--- src/rtl/ex_pkg.sv ---
// Shared types and constants for the RV32 execute stage.
//   XLEN, REG_ADDR_W : datapath and register-index widths
//   op1_sel_t        : first ALU operand source (RS1 / PC / ZERO)
//   op2_sel_t        : second ALU operand source (RS2 / IMM / FOUR)
//   ALU_*            : ALU operation codes (funct3-aligned)
package ex_pkg;

  localparam int XLEN       = 32;
  localparam int REG_ADDR_W = 5;

  typedef enum logic [1:0] {
    OP1_RS1  = 2'd0,
    OP1_PC   = 2'd1,
    OP1_ZERO = 2'd2
  } op1_sel_t;

  typedef enum logic [1:0] {
    OP2_RS2  = 2'd0,
    OP2_IMM  = 2'd1,
    OP2_FOUR = 2'd2
  } op2_sel_t;

  localparam logic [2:0] ALU_ADD  = 3'd0; // switch: 1=add 0=sub
  localparam logic [2:0] ALU_SLL  = 3'd1;
  localparam logic [2:0] ALU_SLT  = 3'd2;
  localparam logic [2:0] ALU_SLTU = 3'd3;
  localparam logic [2:0] ALU_XOR  = 3'd4;
  localparam logic [2:0] ALU_SRX  = 3'd5; // switch: 1=logical 0=arithmetic
  localparam logic [2:0] ALU_OR   = 3'd6;
  localparam logic [2:0] ALU_AND  = 3'd7;

endpackage

--- src/rtl/ex_if.sv ---
// Bus bundle around the execute stage: ID/EX operand bundle with valid/ready,
// writeback forwarding source, flush, and the EX/MEM register outputs with
// valid/ready.
//   slave  : the execute stage itself
//   master : the surrounding pipeline (decode, writeback, memory stage)
interface ex_if
  import ex_pkg::*;
  ();

  logic                  id_valid;
  logic                  id_ready;
  logic [XLEN-1:0]       id_pc;
  logic [REG_ADDR_W-1:0] id_rs1_idx;
  logic [REG_ADDR_W-1:0] id_rs2_idx;
  logic [XLEN-1:0]       id_rs1_val;
  logic [XLEN-1:0]       id_rs2_val;
  logic [XLEN-1:0]       id_imm;
  logic [1:0]            id_op1_sel;
  logic [1:0]            id_op2_sel;
  logic [2:0]            id_alu_ctrl;
  logic                  id_alu_switch;
  logic [REG_ADDR_W-1:0] id_rd;
  logic                  id_rd_we;
  logic                  flush;
  logic [REG_ADDR_W-1:0] wb_rd;
  logic                  wb_rd_we;
  logic [XLEN-1:0]       wb_data;
  logic                  ex_valid;
  logic                  ex_ready;
  logic [XLEN-1:0]       ex_result;
  logic [XLEN-1:0]       ex_store_data;
  logic [REG_ADDR_W-1:0] ex_rd;
  logic                  ex_rd_we;

  modport slave (
    input  id_valid, id_pc, id_rs1_idx, id_rs2_idx, id_rs1_val, id_rs2_val,
           id_imm, id_op1_sel, id_op2_sel, id_alu_ctrl, id_alu_switch,
           id_rd, id_rd_we, flush, wb_rd, wb_rd_we, wb_data, ex_ready,
    output id_ready, ex_valid, ex_result, ex_store_data, ex_rd, ex_rd_we
  );

  modport master (
    output id_valid, id_pc, id_rs1_idx, id_rs2_idx, id_rs1_val, id_rs2_val,
           id_imm, id_op1_sel, id_op2_sel, id_alu_ctrl, id_alu_switch,
           id_rd, id_rd_we, flush, wb_rd, wb_rd_we, wb_data, ex_ready,
    input  id_ready, ex_valid, ex_result, ex_store_data, ex_rd, ex_rd_we
  );

endinterface

--- src/rtl/alu.sv ---
// 32-bit integer ALU, purely combinational, wrap-around arithmetic.
//   a, b       : operands
//   ctrl       : ALU_* operation code
//   alu_switch : ADD 1=add 0=sub; SRX 1=logical 0=arithmetic
//   result     : operation result
module alu
  import ex_pkg::*;
(
  input  logic [XLEN-1:0] a,
  input  logic [XLEN-1:0] b,
  input  logic [2:0]      ctrl,
  input  logic            alu_switch,
  output logic [XLEN-1:0] result
);

  // Operation decode; shifts use only the low five bits of b
  always_comb begin
    result = {XLEN{1'b0}};
    case (ctrl)
      ALU_ADD:  result = alu_switch ? (a + b) : (a - b);
      ALU_SLL:  result = a << b[4:0];
      ALU_SLT:  result = ($signed(a) < $signed(b)) ? 32'd1 : 32'd0;
      ALU_SLTU: result = (a < b) ? 32'd1 : 32'd0;
      ALU_XOR:  result = a ^ b;
      ALU_SRX:  result = alu_switch ? (a >> b[4:0]) : 32'($signed(a) >>> b[4:0]);
      ALU_OR:   result = a | b;
      ALU_AND:  result = a & b;
      default:  result = {XLEN{1'b0}};
    endcase
  end

endmodule

--- src/rtl/ex_forward.sv ---
// Combinational forwarding mux for one source operand.
//   idx       : source register index
//   reg_val   : regfile value (possibly stale)
//   ex_*      : EX/MEM register contents (highest priority source)
//   wb_*      : writeback bus (second priority source)
//   fwd_val   : resolved operand value; x0 always reads as zero
module ex_forward
  import ex_pkg::*;
(
  input  logic [REG_ADDR_W-1:0] idx,
  input  logic [XLEN-1:0]       reg_val,
  input  logic                  ex_valid,
  input  logic                  ex_rd_we,
  input  logic [REG_ADDR_W-1:0] ex_rd,
  input  logic [XLEN-1:0]       ex_result,
  input  logic                  wb_rd_we,
  input  logic [REG_ADDR_W-1:0] wb_rd,
  input  logic [XLEN-1:0]       wb_data,
  output logic [XLEN-1:0]       fwd_val
);

  // Priority select: x0, then the younger EX/MEM result, then writeback, then regfile
  always_comb begin
    fwd_val = reg_val;
    if (idx == {REG_ADDR_W{1'b0}}) begin
      fwd_val = {XLEN{1'b0}};
    end else if (ex_valid && ex_rd_we && (ex_rd == idx)) begin
      fwd_val = ex_result;
    end else if (wb_rd_we && (wb_rd == idx)) begin
      fwd_val = wb_data;
    end else begin
      fwd_val = reg_val;
    end
  end

endmodule

--- src/rtl/ex_stage.sv ---
// Execute stage of the RV32 in-order pipeline. Resolves operand forwarding,
// selects ALU operands, and registers result, store data and destination
// into the EX/MEM register under valid/ready flow control.
//   clk  : rising-edge clock
//   rst  : synchronous active-high reset
//   bus  : ex_if.slave (ID/EX bundle, writeback bus, flush, EX/MEM outputs)
module ex_stage
  import ex_pkg::*;
(
  input  logic clk,
  input  logic rst,
  ex_if.slave  bus
);

  logic                  ex_valid_q,      ex_valid_d;
  logic [XLEN-1:0]       ex_result_q,     ex_result_d;
  logic [XLEN-1:0]       ex_store_data_q, ex_store_data_d;
  logic [REG_ADDR_W-1:0] ex_rd_q,         ex_rd_d;
  logic                  ex_rd_we_q,      ex_rd_we_d;

  logic            id_ready_s;
  logic            capture_s;
  logic [XLEN-1:0] rs1_fwd_s, rs2_fwd_s, op1_s, op2_s, alu_result_s;

  ex_forward u_fwd_rs1 (
    .idx(bus.id_rs1_idx), .reg_val(bus.id_rs1_val),
    .ex_valid(ex_valid_q), .ex_rd_we(ex_rd_we_q), .ex_rd(ex_rd_q), .ex_result(ex_result_q),
    .wb_rd_we(bus.wb_rd_we), .wb_rd(bus.wb_rd), .wb_data(bus.wb_data),
    .fwd_val(rs1_fwd_s)
  );

  ex_forward u_fwd_rs2 (
    .idx(bus.id_rs2_idx), .reg_val(bus.id_rs2_val),
    .ex_valid(ex_valid_q), .ex_rd_we(ex_rd_we_q), .ex_rd(ex_rd_q), .ex_result(ex_result_q),
    .wb_rd_we(bus.wb_rd_we), .wb_rd(bus.wb_rd), .wb_data(bus.wb_data),
    .fwd_val(rs2_fwd_s)
  );

  // Operand selection; reserved encodings feed zero
  always_comb begin
    op1_s = {XLEN{1'b0}};
    op2_s = {XLEN{1'b0}};
    case (bus.id_op1_sel)
      OP1_RS1:  op1_s = rs1_fwd_s;
      OP1_PC:   op1_s = bus.id_pc;
      OP1_ZERO: op1_s = {XLEN{1'b0}};
      default:  op1_s = {XLEN{1'b0}};
    endcase
    case (bus.id_op2_sel)
      OP2_RS2:  op2_s = rs2_fwd_s;
      OP2_IMM:  op2_s = bus.id_imm;
      OP2_FOUR: op2_s = 32'd4;
      default:  op2_s = {XLEN{1'b0}};
    endcase
  end

  alu u_alu (
    .a(op1_s), .b(op2_s), .ctrl(bus.id_alu_ctrl), .alu_switch(bus.id_alu_switch),
    .result(alu_result_s)
  );

  assign id_ready_s = !ex_valid_q || bus.ex_ready;
  assign capture_s  = bus.id_valid && id_ready_s && !bus.flush;

  // EX/MEM next state: flush > capture > drain > hold. rd_we is cleared
  // whenever the entry empties so the registered output is already qualified.
  always_comb begin
    ex_valid_d      = ex_valid_q;
    ex_result_d     = ex_result_q;
    ex_store_data_d = ex_store_data_q;
    ex_rd_d         = ex_rd_q;
    ex_rd_we_d      = ex_rd_we_q;
    if (bus.flush) begin
      ex_valid_d = 1'b0;
      ex_rd_we_d = 1'b0;
    end else if (capture_s) begin
      ex_valid_d      = 1'b1;
      ex_result_d     = alu_result_s;
      ex_store_data_d = rs2_fwd_s;
      ex_rd_d         = bus.id_rd;
      ex_rd_we_d      = bus.id_rd_we;
    end else if (ex_valid_q && bus.ex_ready) begin
      ex_valid_d = 1'b0;
      ex_rd_we_d = 1'b0;
    end else begin
      ex_valid_d = ex_valid_q;
    end
  end

  // EX/MEM register with synchronous reset
  always_ff @(posedge clk) begin
    if (rst) begin
      ex_valid_q      <= 1'b0;
      ex_result_q     <= {XLEN{1'b0}};
      ex_store_data_q <= {XLEN{1'b0}};
      ex_rd_q         <= {REG_ADDR_W{1'b0}};
      ex_rd_we_q      <= 1'b0;
    end else begin
      ex_valid_q      <= ex_valid_d;
      ex_result_q     <= ex_result_d;
      ex_store_data_q <= ex_store_data_d;
      ex_rd_q         <= ex_rd_d;
      ex_rd_we_q      <= ex_rd_we_d;
    end
  end

  assign bus.id_ready      = id_ready_s;
  assign bus.ex_valid      = ex_valid_q;
  assign bus.ex_result     = ex_result_q;
  assign bus.ex_store_data = ex_store_data_q;
  assign bus.ex_rd         = ex_rd_q;
  assign bus.ex_rd_we      = ex_rd_we_q;

endmodule

--- src/flat_wrapper.sv ---
// flat-port wrapper written by rule: the top's interface ports become plain ports
module ex_stage_flat import ex_pkg::*;
  (clk, rst, bus_id_valid, bus_id_pc, bus_id_rs1_idx, bus_id_rs2_idx, bus_id_rs1_val, bus_id_rs2_val, bus_id_imm, bus_id_op1_sel, bus_id_op2_sel, bus_id_alu_ctrl, bus_id_alu_switch, bus_id_rd, bus_id_rd_we, bus_flush, bus_wb_rd, bus_wb_rd_we, bus_wb_data, bus_ex_ready, bus_id_ready, bus_ex_valid, bus_ex_result, bus_ex_store_data, bus_ex_rd, bus_ex_rd_we);
  ex_if bus_i ();
  input  logic clk;
  input  logic rst;
  input wire logic [$bits(bus_i.id_valid)-1:0] bus_id_valid;
  input wire logic [$bits(bus_i.id_pc)-1:0] bus_id_pc;
  input wire logic [$bits(bus_i.id_rs1_idx)-1:0] bus_id_rs1_idx;
  input wire logic [$bits(bus_i.id_rs2_idx)-1:0] bus_id_rs2_idx;
  input wire logic [$bits(bus_i.id_rs1_val)-1:0] bus_id_rs1_val;
  input wire logic [$bits(bus_i.id_rs2_val)-1:0] bus_id_rs2_val;
  input wire logic [$bits(bus_i.id_imm)-1:0] bus_id_imm;
  input wire logic [$bits(bus_i.id_op1_sel)-1:0] bus_id_op1_sel;
  input wire logic [$bits(bus_i.id_op2_sel)-1:0] bus_id_op2_sel;
  input wire logic [$bits(bus_i.id_alu_ctrl)-1:0] bus_id_alu_ctrl;
  input wire logic [$bits(bus_i.id_alu_switch)-1:0] bus_id_alu_switch;
  input wire logic [$bits(bus_i.id_rd)-1:0] bus_id_rd;
  input wire logic [$bits(bus_i.id_rd_we)-1:0] bus_id_rd_we;
  input wire logic [$bits(bus_i.flush)-1:0] bus_flush;
  input wire logic [$bits(bus_i.wb_rd)-1:0] bus_wb_rd;
  input wire logic [$bits(bus_i.wb_rd_we)-1:0] bus_wb_rd_we;
  input wire logic [$bits(bus_i.wb_data)-1:0] bus_wb_data;
  input wire logic [$bits(bus_i.ex_ready)-1:0] bus_ex_ready;
  output wire logic [$bits(bus_i.id_ready)-1:0] bus_id_ready;
  output wire logic [$bits(bus_i.ex_valid)-1:0] bus_ex_valid;
  output wire logic [$bits(bus_i.ex_result)-1:0] bus_ex_result;
  output wire logic [$bits(bus_i.ex_store_data)-1:0] bus_ex_store_data;
  output wire logic [$bits(bus_i.ex_rd)-1:0] bus_ex_rd;
  output wire logic [$bits(bus_i.ex_rd_we)-1:0] bus_ex_rd_we;
  assign bus_i.id_valid = bus_id_valid;
  assign bus_i.id_pc = bus_id_pc;
  assign bus_i.id_rs1_idx = bus_id_rs1_idx;
  assign bus_i.id_rs2_idx = bus_id_rs2_idx;
  assign bus_i.id_rs1_val = bus_id_rs1_val;
  assign bus_i.id_rs2_val = bus_id_rs2_val;
  assign bus_i.id_imm = bus_id_imm;
  assign bus_i.id_op1_sel = bus_id_op1_sel;
  assign bus_i.id_op2_sel = bus_id_op2_sel;
  assign bus_i.id_alu_ctrl = bus_id_alu_ctrl;
  assign bus_i.id_alu_switch = bus_id_alu_switch;
  assign bus_i.id_rd = bus_id_rd;
  assign bus_i.id_rd_we = bus_id_rd_we;
  assign bus_i.flush = bus_flush;
  assign bus_i.wb_rd = bus_wb_rd;
  assign bus_i.wb_rd_we = bus_wb_rd_we;
  assign bus_i.wb_data = bus_wb_data;
  assign bus_i.ex_ready = bus_ex_ready;
  assign bus_id_ready = bus_i.id_ready;
  assign bus_ex_valid = bus_i.ex_valid;
  assign bus_ex_result = bus_i.ex_result;
  assign bus_ex_store_data = bus_i.ex_store_data;
  assign bus_ex_rd = bus_i.ex_rd;
  assign bus_ex_rd_we = bus_i.ex_rd_we;
  ex_stage u_core (.clk(clk), .rst(rst), .bus(bus_i));
endmodule
--- config.mk ---
export PLATFORM = sky130hd
export DESIGN_NAME = ex_stage_flat
export DESIGN_NICKNAME = d
export VERILOG_FILES = /design/src/rtl/ex_pkg.sv /design/src/rtl/ex_if.sv /design/src/rtl/alu.sv /design/src/rtl/ex_forward.sv /design/src/rtl/ex_stage.sv /design/src/flat_wrapper.sv
export SDC_FILE = /design/constraint.sdc
export NUM_CORES = 1
export LEC_CHECK = 0
export BUFFER_PORTS_ARGS = -buffer_cell sky130_fd_sc_hd__buf_2
export CORE_MARGIN = 2
export CORE_UTILIZATION = 40
export DETAILED_ROUTE_END_ITERATION = 10
export GPL_TIMING_DRIVEN = 0
export HOLD_SLACK_MARGIN = 0.03
export SYNTH_ARGS = -nofsm -noshare
export SYNTH_HDL_FRONTEND = slang
export SYNTH_SLANG_ARGS = --single-unit
--- constraint.sdc ---
create_clock -name clk -period 10.74 [get_ports clk]
set_clock_uncertainty 0.15 [all_clocks]
set_input_delay 0 -clock clk [delete_from_list [all_inputs] [get_ports clk]]
set_output_delay 0 -clock clk [all_outputs]
set_load 0.1 [all_outputs]
After elaboration in Yosys (flattened, before gate mapping)

Index checks and enable logic that the tools add are counted.

Output and inout port bits: 72
Bits in registers: 71
Logic and storage cells: 65

Mux-type cells: 16
Bitwise gates (word level): 4
$add $sub $neg: 2
Equality and inequality tests: 14
$lt $le $gt $ge: 2
Reduce and logical (&&, ||, !) cells: 19
Shift-type cells: 3

Operators with widths:

| cell                 | count |
|---|---|
| $mux W32             | 8 |
| $pmux W32 S8         | 1 |
| $pmux W32 S3         | 1 |
| $lt A32 B32 Y1       | 2 |
| $pmux W32 S2         | 1 |
| $add A32 B32 Y32     | 1 |
| $and A32 B32 Y32     | 1 |
| $or A32 B32 Y32      | 1 |
| $shl A32 B5 Y32      | 1 |
| $shr A32 B5 Y32      | 1 |
| $sshr A32 B5 Y32     | 1 |
| $sub A32 B32 Y32     | 1 |
| $xor A32 B32 Y32     | 1 |
| $eq A5 B5 Y1         | 4 |
| $eq A3 B3 Y1 const B | 4 |
| $logic_not A5 Y1     | 2 |
| $logic_and A1 B1 Y1  | 8 |
| $eq A3 B2 Y1 const B | 2 |
| $mux W1              | 5 |
| $eq A2 B1 Y1 const B | 2 |
| $logic_not A2 Y1     | 2 |
| $eq A3 B1 Y1 const B | 1 |
| $logic_not A3 Y1     | 1 |
| $eq A2 B2 Y1 const B | 1 |
| other kinds (6)      | 7 |

Logic depth before layout (Yosys ltp)

Depth after elaboration: 9
Depth in mapped cells: 23

Cells and area by module

From an unflattened synthesis, not the netlist that was laid out.

Cell total of the unflattened synthesis: 2105
Area total of the unflattened synthesis: 14695.3 um^2

Modules (own cells, without submodules):

| module     | area an instance (um^2) | cells each | times used |
|---|---|---|---|
| alu        | 8748.4                  | 1283       | 1 |
| ex_stage   | 3647.2                  | 470        | 1 |
| ex_forward | 1149.9                  | 176        | 2 |

Worst setup path after synthesis

No wires, ideal clock.

Path kind: register to register
Start point: register u_core.ex_rd_q[3], in the netlist u_core.bus.ex_rd[3]
End point: register u_core.ex_result_q[29], in the netlist u_core.bus.ex_result[29]
Path buffers: 4
Clock period less this slack: 5.814 ns
Cell stages (with the launch flop): 23
Library setup time: 0.103 ns
Arrival: 5.560 ns
Path slack: 4.926 ns
Path through: dfxtp_1 xnor2_1 nand4_1 or2_1 buf_2 clkbuf_1 clkbuf_1 nor2_1 a211oi_1 nand2b_1 a21o_1 ha_1 clkbuf_1 nor4_1 o21ai_0 nor2b_1 nor4b_1 a31oi_1 a211oi_1 a221oi_1 o311ai_0 xnor2_1 a2111oi_2

Word-level cells in the longest chain between the ends: 8
Elaborated cells between the ends (all ways): 21
Classes of those cells: add/sub: 2; eq/ne: 2; shift: 3; mux: 9; bitwise: 3; reduce/logical: 2

Ends and longest elaborated chain:

| element                                             | RTL line                       | RTL |
|---|---|---|
| from (decl)                                         | ex_stage.sv:18                 | `logic [REG_ADDR_W-1:0] ex_rd_q, ex_rd_d;` |
| from (signal assigned)                              | ex_stage.sv:96                 | `ex_rd_q <= {REG_ADDR_W{1'b0}};` |
| from (signal assigned)                              | ex_stage.sv:102                | `ex_rd_q <= ex_rd_d;` |
| $eq A5 B5 Y1                                        | ex_forward.sv:27               | `end else if (ex_valid && ex_rd_we && (ex_rd == idx)) begin` |
| $logic_and A1 B1 Y1                                 | ex_forward.sv:27               |  |
| $mux W32                                            | ex_forward.sv:27               |  |
| $mux W32                                            | ex_forward.sv:25               | `if (idx == {REG_ADDR_W{1'b0}}) begin` |
| $pmux W32 S3 / $pmux W32 S2 (equally long branches) | ex_stage.sv:49, ex_stage.sv:43 |  |
| $sub A32 B32 Y32, or another cell as far along      | alu.sv:20                      | `ALU_ADD: result = alu_switch ? (a + b) : (a - b);` |
| $mux W32 (on tied branches)                         | alu.sv:20, alu.sv:25           |  |
| $pmux W32 S8 (*)                                    | alu.sv:19                      | `case (ctrl)` |
| to (signal assigned)                                | ex_stage.sv:94                 | `ex_result_q <= {XLEN{1'b0}};` |
| to (signal assigned)                                | ex_stage.sv:100                | `ex_result_q <= ex_result_d;` |
| to (decl)                                           | ex_stage.sv:16                 | `logic [XLEN-1:0] ex_result_q, ex_result_d;` |

Every way passes the cells marked *; elsewhere a longest branch is shown, timed or not.
A chain may end at the register's enable or synchronous reset.

Final worst setup path

Start point: register u_core.ex_rd_q[4], in the netlist u_core.bus.ex_rd[4]
End point: register u_core.ex_result_q[23], in the netlist u_core.bus.ex_result[23]

The elaborated chain is that of the path after synthesis.

==> impl_metrics.json <==
{
  "ys_seq_area_share_pct": 10.9,
  "synth_fa_ha_area_share_pct": 9.62,
  "place_congestion": 1.20,
  "ys_async_sr_fraction_pct": 0,
  "synth_top_flop_cell": "dfxtp_1",
  "synth_edf_count": 0,
  "pwr_density_cell_nw_per_um2": 104,
  "status": "complete, no violations",
  "insertion_delay_ns": 0.37,
  "nNetsFinal": 2464,
  "drt_iter0_drc": 2957,
  "critical_path.max_fanout": 11,
  "ys_warn_count": 0,
  "die_y_um": 184,
  "dp.cells": 2577,
  "post_synth_and_or_nand_nor_area_fraction_pct": 19.1,
  "drt_wl_total_mm": 85.6,
  "ir_drop_mv": 0.0712,
  "ant_nets": 0,
  "synth_compound_area_share_pct": 30.6,
  "grt_first_pass_wirelength_mm": 118,
  "final_hold_viol_count": 0,
  "root_buffer": "clkbuf_16",
  "dieArea_um2": 34000,
  "die_w_um": 184,
  "syn_nets": 2158,
  "synthXorXnorAreaFrac_pct": 3.02,
  "ios": 267,
  "syn_inst": 1864,
  "maxSlewHeadroom_pct": 2.97,
  "worst_hold_path_type": "in -> reg",
  "drive_gt1_share_pct": 16.9,
  "synth_top_area_cell": "mux2i_1",
  "grt_usage_pct": 48.6,
  "cts_inserted_buffers": 9,
  "cts.htree.levels": 3,
  "worst_slew_pin_slew_ns": 1.46,
  "cts-resized-gates": 0,
  "synth.distinct_cells": 79,
  "cts_tree": "yes",
  "ys_ff_latch": 71,
  "max_cap_violations": 0,
  "clock.fmax_ghz": 0.125,
  "antenna_found_initial": 5,
  "critPathBufInv": 3,
  "critPathArrivalTime_ns": 8.06,
  "cts_buffer_depth": 2,
  "clock_sinks": 71,
  "rows": 66,
  "ys_top_cells_by_area": "mux2i_1, dfxtp_1, ha_1",
  "path_class": "reg -> reg",
  "clk_pin_slew_ns": 0.06,
  "cp.required_ns": 10.79,
  "crit_top_cell": "clkbuf_1",
  "start_util_pct": 40.4,
  "area_growth_syn_to_layout_pct": 19.1,
  "wire_per_inst_um": 32.7,
  "syn_area_per_cell_um2": 6.99,
  "grt_pass1_vias": 16500,
  "dr_total_vias": 17700,
  "muxShareOfSynthArea_pct": 19.3,
  "cp-end-kind": "register",
  "crit_family": "compound AO/OA/AOI/OAI gates",
  "io_buffers": 263,
  "slowest_delay_ns": 0.98,
  "slowest_stage": "a2111oi_0",
  "period_minus_slack_ns": 8.01,
  "drtPass1Iterations": 8,
  "grt_max_degree": 14,
  "synth_top_family_by_area": "compound AO/OA/AOI/OAI gates",
  "r2r_slack_ns": 2.73,
  "cp_cell_sequence": "xnor2_1 -> nand4_1 -> or3_1 -> a32oi_1 -> clkbuf_1 -> buf_1 -> clkbuf_1 -> ha_1 -> nor2b_1 -> a221o_1 -> o22a_1 -> a31o_2 -> a21o_1 -> a21oi_1 -> xor2_1 -> o21ai_0 -> o2bb2ai_1 -> a2111oi_0 -> a311oi_1",
  "period_share_pct": 74.6,
  "setup_tns_ns": 0,
  "syn_area_um2": 13000,
  "rsz0062_at_grt": "false",
  "final_max_slew_viol_count": 0,
  "core-area_um2": 32300,
  "finalPower_mw": 1.61,
  "finalSetupViolCount": 0,
  "stdcell_count": 2620,
  "dp.final_hpwl_mm": 69.8,
  "cp-start-kind": "register",
  "grt-ovfl-total": 0,
  "synth_top_area_share_pct": 15.3,
  "drc": 0,
  "p_leak_nw": 6.87,
  "viasPerCell": 6.75
}
layout by cell type (no fill, tap or decap), drive strengths merged, types with 36 or more instances in the layout:
cell,n
a21oi,137
a211oi,55
nor2,182
inv,103
mux2,41
clkbuf,116
nand2,211
a21o,45
xnor2,37
o21ai,122
ha,97
buf,307
mux2i,200
dfxtp,71
nor3,36
per-layer routing:
layer,part of all wire [%],GRT usage [%],vias up
met1,36,58.5,8277
met5,0.028,0,-
met4,9.2,37.7,4
met3,13,13.3,412
met2,41,73.2,1549
li1,-,-,7434
what timing repair did:
action	4_1_cts	5_1_grt
hold endpoints to repair	17	0
hold buffers	23	0
setup buffers	0	0
worst paths after layout:
| check | to | from | cells past startpoint |
|---|---|---|---|
| worst max-delay path | u_core.bus.ex_result[23] | u_core.bus.ex_rd[4] | 19 |
| worst min-delay path | u_core.bus.ex_store_data[20] | bus_wb_data[20] | 5 |
| worst min register to register | u_core.bus.ex_store_data[21] | u_core.bus.ex_store_data[21] | 2 |
| worst max register to register | u_core.bus.ex_result[23] | u_core.bus.ex_rd[4] | 19 |
final cells by class:
cell class	instances	area, µm²
Buffer	142	587
Antenna cell	3	7.51
Fill cell	3414	16800
Sequential cell	71	1420
Tap cell	442	553
Clock buffer	9	225
Multi-Input combinational cell	1549	10600
Timing Repair Buffer	295	1600
Inverter	102	383
Clock inverter	7	95.1
synth_stat cells (13+ instances only):
library cell and count:
a221oi_1 21, mux2_2 38, a22oi_1 29, dfxtp_1 71, o221ai_1 16, a21o_1 45
xnor2_1 37, a31oi_1 19, inv_1 97, nand2b_1 32, mux2i_1 199, a311oi_1 17
nor2b_1 13, a211oi_1 55, clkbuf_1 107, nor3_1 36, nand2_1 211, ha_1 97
nor2_1 182, o21ai_0 115, a21oi_1 137, o22ai_1 25, buf_2 19, nand3_1 32
kinds of logic (layout without fill, tap and decap cells):
family,after synthesis,in the layout
AOI/OAI and AO/OA,596,596
and+or+nand+nor,566,566
buffers and inverters,244,555
muxes,243,243
adders and majority gates,99,99
DFF,71,71
xor gates and xnor gates,45,45
other,0,3
stage by stage:
stage / setup slack, ns / area [µm²] / hold slack, ns / util [%]
2_1_floorplan: 4.93 / 13000 / -0.0731 / -
3_5_place_dp: 3.29 / 14900 / 0.0763 / 46.3
5_1_grt: 2.74 / 15500 / 0.0636 / 48.0
3_3_place_gp: 3.13 / 14900 / 0.0560 / 46.1
6_report: 2.73 / 15500 / 0.0221 / 48.1
4_1_cts: 3.27 / 15500 / 0.0368 / 48.0
flip-flops by register name (all words and copies together), names as in the netlist:
register / count
u_core.bus.ex_result: 32
u_core.bus.ex_store_data: 32
u_core.bus.ex_rd: 5
u_core.bus.ex_rd_we: 1
u_core.bus.ex_valid: 1
power breakdown:
part           switching (mW)  internal, mW  leakage [nW]
Combinational           0.676         0.277          6.13
Sequential             0.0286         0.279         0.582
Clock                   0.146         0.204         0.156
Total                   0.850         0.760          6.87
tightest hold or removal path, delay by kind of cell:
| kind | cells | cell delay (ns) |
|---|---|---|
| AO/OA/AOI/OAI | 2 | 0.16 |
| buffers and inverters | 1 | 0.11 |
| AND/OR/NAND/NOR | 1 | 0.07 |
| multiplexers | 1 | 0.13 |
Power figures use the tool's default switching activity.
